$ cat src/rtl/id_inst_queue_if.sv
// id_inst_queue_if: IF->queue->ID handshake bundle.
// master is the IF/ID environment, slave is the queue.
interface id_inst_queue_if #(
  parameter int ENQ_W = 2,
  parameter int PKT_W = 64
);
  logic [ENQ_W-1:0]       if_valid;
  logic [ENQ_W*PKT_W-1:0] if_bus;
  logic                   if_allow_in;
  logic                   id_valid;
  logic [PKT_W-1:0]       id_bus;
  logic                   id_ready_go;
  logic                   br_cancel;

  modport master (
    output if_valid,
    output if_bus,
    output id_ready_go,
    output br_cancel,
    input  if_allow_in,
    input  id_valid,
    input  id_bus
  );

  modport slave (
    input  if_valid,
    input  if_bus,
    input  id_ready_go,
    input  br_cancel,
    output if_allow_in,
    output id_valid,
    output id_bus
  );
endinterface

$ cat src/rtl/id_inst_queue.sv
// id_inst_queue: DEPTH-entry IF->ID instruction queue, ENQ_W lanes in, 1 out.
// Define ID_QUEUE_BYPASS_EN for same-cycle pass-through of an empty queue.
module id_inst_queue #(
  parameter int DEPTH = 8,
  parameter int ENQ_W = 2,
  parameter int PKT_W = 64,
  parameter int CNT_W = $clog2(DEPTH) + 1
) (
  input  logic             clk,
  input  logic             resetn,
  id_inst_queue_if.slave   q,
  output logic [CNT_W-1:0] count,
  output logic             empty,
  output logic             full
);
  localparam int PW = $clog2(DEPTH);
  localparam logic [CNT_W-1:0] DEPTH_C = CNT_W'(DEPTH);
  localparam logic [CNT_W-1:0] ENQ_C = CNT_W'(ENQ_W);

  logic [PKT_W-1:0] mem [DEPTH];
  logic [PW-1:0]    head;
  logic [PW-1:0]    tail;
  logic [CNT_W-1:0] pop;
  logic [CNT_W-1:0] n_in;
  logic             enq;
  logic             deq;
  logic             byp;
  logic             skip;

  assign empty = (count == '0);
  assign full  = (count == DEPTH_C);

  assign q.if_allow_in = (DEPTH_C - count) >= ENQ_C;

  always_comb begin
    pop = '0;
    for (int i = 0; i < ENQ_W; i++)
      pop = pop + CNT_W'(q.if_valid[i]);
  end

`ifdef ID_QUEUE_BYPASS_EN
  assign byp = empty & q.if_valid[0] & ~q.br_cancel;
`else
  assign byp = 1'b0;
`endif

  // lane 0 taken by ID straight from IF is never stored
  assign skip = byp & q.id_ready_go;

  assign enq  = q.if_allow_in & (|q.if_valid) & ~q.br_cancel;
  assign deq  = ~empty & q.id_ready_go & ~q.br_cancel;
  assign n_in = enq ? (pop - CNT_W'(skip)) : '0;

  assign q.id_valid = ~empty | byp;
  assign q.id_bus   = byp ? q.if_bus[PKT_W-1:0] : mem[head];

  always_ff @(posedge clk) begin
    if (enq) begin
      for (int i = 0; i < ENQ_W; i++) begin
        if (q.if_valid[i] && !(i == 0 && skip))
          mem[tail + PW'(i) - PW'(skip)] <=
            q.if_bus[i*PKT_W +: PKT_W];
      end
    end
  end

  always_ff @(posedge clk or negedge resetn) begin
    if (!resetn) begin
      head  <= '0;
      tail  <= '0;
      count <= '0;
    end else if (q.br_cancel) begin
      head  <= '0;
      tail  <= '0;
      count <= '0;
    end else begin
      tail  <= tail + PW'(n_in);
      if (deq)
        head <= head + PW'(1);
      count <= count + n_in - CNT_W'(deq);
    end
  end
endmodule

$ cat src/flat_wrapper.sv
// flat-port wrapper written by rule: the top's interface ports become plain ports
module id_inst_queue_flat 
#(
  parameter int DEPTH = 8,
  parameter int ENQ_W = 2,
  parameter int PKT_W = 64,
  parameter int CNT_W = $clog2(DEPTH) + 1
)
  (clk, resetn, count, empty, full, q_if_valid, q_if_bus, q_id_ready_go, q_br_cancel, q_if_allow_in, q_id_valid, q_id_bus);
  id_inst_queue_if #(.ENQ_W(ENQ_W), .PKT_W(PKT_W)) q_i ();
  input  logic clk;
  input  logic resetn;
  output logic [CNT_W-1:0] count;
  output logic empty;
  output logic full;
  input wire logic [$bits(q_i.if_valid)-1:0] q_if_valid;
  input wire logic [$bits(q_i.if_bus)-1:0] q_if_bus;
  input wire logic [$bits(q_i.id_ready_go)-1:0] q_id_ready_go;
  input wire logic [$bits(q_i.br_cancel)-1:0] q_br_cancel;
  output wire logic [$bits(q_i.if_allow_in)-1:0] q_if_allow_in;
  output wire logic [$bits(q_i.id_valid)-1:0] q_id_valid;
  output wire logic [$bits(q_i.id_bus)-1:0] q_id_bus;
  assign q_i.if_valid = q_if_valid;
  assign q_i.if_bus = q_if_bus;
  assign q_i.id_ready_go = q_id_ready_go;
  assign q_i.br_cancel = q_br_cancel;
  assign q_if_allow_in = q_i.if_allow_in;
  assign q_id_valid = q_i.id_valid;
  assign q_id_bus = q_i.id_bus;
  id_inst_queue #(.DEPTH(DEPTH), .ENQ_W(ENQ_W), .PKT_W(PKT_W), .CNT_W(CNT_W)) u_core (.clk(clk), .resetn(resetn), .q(q_i), .count(count), .empty(empty), .full(full));
endmodule
$ cat config.mk
export PLATFORM = sky130hd
export DESIGN_NAME = id_inst_queue_flat
export DESIGN_NICKNAME = d
export VERILOG_FILES = /design/src/rtl/id_inst_queue_if.sv /design/src/rtl/id_inst_queue.sv /design/src/flat_wrapper.sv
export SDC_FILE = /design/constraint.sdc
export NUM_CORES = 1
export LEC_CHECK = 0
export BUFFER_PORTS_ARGS = -buffer_cell sky130_fd_sc_hd__buf_2
export CAP_MARGIN = 5
export CORE_MARGIN = 4
export CORE_UTILIZATION = 50
export DETAILED_ROUTE_END_ITERATION = 8
export GPL_TIMING_DRIVEN = 1
export PLACE_DENSITY = 0.75
export SLEW_MARGIN = 20
export SYNTH_ARGS = -nofsm -noshare
export SYNTH_HDL_FRONTEND = slang
export SYNTH_SLANG_ARGS = --single-unit
$ cat constraint.sdc
create_clock -name clk -period 5 [get_ports clk]
set_input_delay 0.75 -clock clk [delete_from_list [all_inputs] [get_ports clk]]
set_output_delay 0.75 -clock clk [all_outputs]
set_load 0.03 [all_outputs]
# Word-level counts from Yosys, hierarchy flattened

Memory sizes are Yosys's and may differ from the RTL's.
Cells that the tools add are included.

Input port bits: 134
Memories kept: 1
Memory bits (writable): 512
Output and inout port bits: 72
Register bits: 10

Memories:

| memory     | words | bits a word | rd ports | clocked after Yosys merged registers in | write ports | line                | source |
|---|---|---|---|---|---|---|---|
| u_core.mem | 8     | 64          | 1        | 0                                       | 2           | id_inst_queue.sv:20 | `logic [PKT_W-1:0] mem [DEPTH];` |

Muxes and demuxes: 11
Add/sub/neg operators: 7
Eq/ne operators: 1
Magnitude comparators: 1
Reduce and logical (&&, ||, !) cells: 3
Bitwise gates (word level): 6

Operators by type and width:

| cell                  | number |
|---|---|
| $mux W3               | 3 |
| $mux W4               | 2 |
| $add A3 B1 Y3 const B | 2 |
| $mux W1               | 6 |
| $add A4 B4 Y4         | 1 |
| $and A1 B1 Y1         | 4 |
| $eq A4 B4 Y1 const B  | 1 |
| $ge A4 B2 Y1 const B  | 1 |
| $logic_not A4 Y1      | 1 |
| $sub A4 B1 Y4         | 1 |
| $sub A4 B4 Y4 const A | 1 |
| $add A3 B3 Y3         | 1 |
| $add A1 B1 Y2         | 1 |
| $not A1 Y1            | 2 |
| $reduce_bool A2 Y1    | 1 |
| $reduce_or A2 Y1      | 1 |

# Depth between registers and ports, before layout

Word-level depth: 8
Mapped depth: 15
Depth with buffers taken out: 13

# Least setup slack after synthesis

No wires, ideal clock.

Path kind: input to register
Start: input port q_if_valid[0]
End: memory u_core.mem[7][0] (enable)
Required time: 4.493 ns
Stages on the path: 6
Setup time: 0.507 ns
Arrival: 5.069 ns
Buffers on the path: 0
Path slack: -0.576 ns
Cell sequence: inv_1 -> ha_1 -> or4b_1 -> nor2_1 -> nand2_1 -> a21oi_1

RTL lines:

| what               | line                | source |
|---|---|---|
| start: declaration | flat_wrapper.sv:16  | `input wire logic [$bits(q_i.if_valid)-1:0] q_if_valid;` |
| end: declaration   | id_inst_queue.sv:20 |  |

# Final worst setup path

Start: register u_core.count[1]
End: output port q_if_allow_in

Longest elaborated chain between the ends: 2

RTL lines:

| what                     | line                | source |
|---|---|---|
| start: declaration       | id_inst_queue.sv:12 | `output logic [CNT_W-1:0] count,` |
| start signal: assignment | id_inst_queue.sv:80 | `count <= count + n_in - CNT_W'(deq);` |
| $sub A4 B4 Y4            | id_inst_queue.sv:33 | `assign q.if_allow_in = (DEPTH_C - count) >= ENQ_C;` |
| $ge A4 B2 Y1             | id_inst_queue.sv:33 |  |
| end: declaration         | flat_wrapper.sv:20  | `output wire logic [$bits(q_i.if_allow_in)-1:0] q_if_allow_in;` |

Every way passes these cells.

==> results.toml <==
[power_and_ir_drop]
power.leakage_nw = 10.7
swShare_pct = 31.2
combPwrFrac_pct = 29.9
p_clk_share_pct = 29.0
ir_worst_vdd_uv = 277
power.switching_mw = 4.13
seq_power_share_pct = 41.1
intPower_mw = 9.11
power.density_nw_per_um2 = 437

[global_route]
grt_antenna_before_repair = 16
grt_usage_pct = 23.1
grt_first_pass_wirelength_mm = 99.4
grt_max_degree = 61
grt_overflow = 0
first_global_vias = 15349

[cells_and_area]
register_area_sq_um = 15600
final_cells = 2383
layout-drive-gt1-share_pct = 61.6
final_cell_mix = "edfxtp_1 (512), mux2_2 (452), buf_2 (205)"
nets = 1789
multi_input_area_sq_um = 10600
syn2layout_area_growth_pct = 13.4
final_common_cell = "edfxtp_1"
fillers = 4002

[placement]
portBuffers = 205
post-dp-hpwl_mm = 38.6
place_inst = 2269
place_congestion = 0.779

[routing]
vias = 14421
ant_nets = 0
viasPerCell = 6.05
drcViolationCount = 0
drt_iter0_drc = 1086
wl_mm = 66.8
dr.pass1.iters = 5
post_drt_wl_per_cell_um = 28.0

[sta]
setup_tns_ns = 0
slew_viol_final = 0
finalClockSkew_ns = 0.0288
final-setup-viol-count = 0
max_freq_mhz = 254
hold_viol_final = 0
slew_headroom_pct = 40.7
worst_slew_pin_slew_ns = 0.889
fin_crit_ns = 3.94
rsz0062_at_grt = "false"
finalCritPeriodShare_pct = 78.8

[critical_path]
timing.rr.end = "u_core.mem[2][63]$_DFFE_PP_"
cp-start-kind = "flip-flop"
rrSetupSlack_ns = 1.15
cp_data_arrival_time_ns = 3.19
critPathCaptureType = "primary output"
worst_r2r_startpoint = "u_core.count[1]$_DFF_PN0_"
criticalPathCategory = "reg2out"
rr_worst_depth = 8
worst-path-max-fanout = 11
cp_data_required_time_ns = 4.25

[cts]
cts_setup_buffers = 0
holdBufCountCts = 1
root_buffer = "clkbuf_16"
cts_resized = 0
cts_max_path_buffers = 3
cts_buffers = 55
clk_pin_slew_ns = 0.06
clock_sink_count = 522
cts.htree.levels = 2
clk-insertion-delay-late_ns = 0.62
cts_tree = "yes"

[die]
core_area_sq_um = 52800
initial_core_util_pct = 50.7
row_count = 84
die_w_um = 239
dieHeight_um = 239
ioPinCount = 206
die-area_sq_um = 57300

[synthesis]
mappedNetlistNets = 1570
synth_edf_count = 512
synth_area_sq_um = 26700
synthArstFlopShare_pct = 1.92
yosys.area.top_type = "edfxtp_1"
synth_top_area_share_pct = 57.5
synth_area_leaders = "edfxtp_1 (57%), mux2_2 (19%), mux4_2 (11%), mux2_4 (6.7%), buf_6 (1.1%)"
yosys_most_used_dff = "edfxtp_1"
ys_seq_area_share_pct = 58.4
ys_types = 34
synth-warning-count = 0
syn_area_per_cell_sq_um = 18.8
ys_ff_latch = 522
syn-instance-count = 1420

[hold_path]
worstHoldPathType = "in2reg"
hold_start = "q_id_ready_go"
hold_depth = 3
min_to = "u_core.head[1]$_DFFE_PN0P_"

[run]
max_cap_violations = 0

[outcome]
status = "completed"
## state kept, by name (all words and copies together), names as in the netlist
register / flops
u_core.mem: 512
u_core.tail: 3
u_core.head: 3
u_core.count: 4
## how the worst max path moves through the flow
stage | from | end | slack, ns
final | u_core.count[1]$_DFF_PN0_ | q_if_allow_in | 1.06
after global routing | u_core.count[0]$_DFF_PN0_ | q_if_allow_in | 0.85
after CTS | u_core.head[0]$_DFFE_PN0P_ | q_id_bus[6] | 1.00
after detailed placement | u_core.count[1]$_DFF_PN0_ | u_core.mem[1][8]$_DFFE_PP_ | 1.19
after global placement | u_core.count[0]$_DFF_PN0_ | u_core.mem[2][63]$_DFFE_PP_ | 1.29
after floorplan | q_if_valid[0] | u_core.mem[5][0]$_DFFE_PP_ | 0.02
## power by group through the flow
| stage | logic, mW | clock network, mW | registers (mW) |
|---|---|---|---|
| 6_report | 3.95 | 3.84 | 5.44 |
| 4_1_cts | 4.02 | 3.91 | 5.45 |
| 5_1_grt | 4.21 | 4.08 | 5.48 |
| 3_5_place_dp | 4.00 | 0 | 5.54 |
| 2_1_floorplan | 2.94 | 0 | 5.41 |
| 3_3_place_gp | 3.95 | 0 | 5.52 |
## layout make-up
class	count	share of cell area, %
well taps	688	2.84
flip-flops and latches	522	51.6
repair buffers	249	4.89
clock inverters	21	0.602
inverters	15	0.190
multi-input cells	796	34.9
clock buffers	76	4.83
diodes	16	0.132
## synth_stat cells (all sizes together), types with 6 or more instances
cell type,count
mux2,576
edfxtp,512
mux4,128
buf,69
clkbuf,18
nor2,16
ha,14
inv,14
nand2,14
dfrtp,10
a21oi,9
nand3,8
nor2b,6
## per-layer routing
metal / up-vias / wire length [um] / GRT usage [%]
met4: 16 / 1040 / 4.96
met1: 7596 / 28000 / 32.0
met2: 451 / 33200 / 38.5
met5: - / 114 / 0
li1: 6266 / - / -
met3: 92 / 4400 / 4.71
## per-stage QoR
step	setup WS, ns	cell area (sq um)	power [mW]	utilization, %	hold slack (ns)
floorplan	0.0197	26800	8.35	-	0.454
global placement	1.29	28600	9.47	54.3	0.631
detailed placement	1.19	28600	9.54	54.3	0.645
CTS	1.00	30300	13.4	57.4	0.382
global route	0.850	30300	13.8	57.4	0.406
finish	1.06	30300	13.2	57.5	0.419
## cells by family after synthesis
group                    after synthesis  share of synthesized area, %
XOR/XNOR                               7                         0.229
multiplexers                         704                          36.7
buffers and inverters                102                          2.32
adder cells (fa/ha/maj)               16                         0.805
AO/OA/AOI/OAI                         13                         0.281
AND/OR/NAND/NOR                       56                          1.24
flip-flops                           522                          58.4
## worst max-delay path, cell delays in order, from the launching register on
cell      delay, ns
dfrtp_1        0.41
inv_1          0.08
ha_1           0.22
nor3b_1        0.20
o2111a_1       0.77
clkinv_2       0.53
buf_2          0.35
Note: power is estimated with default switching activity, not from simulation.
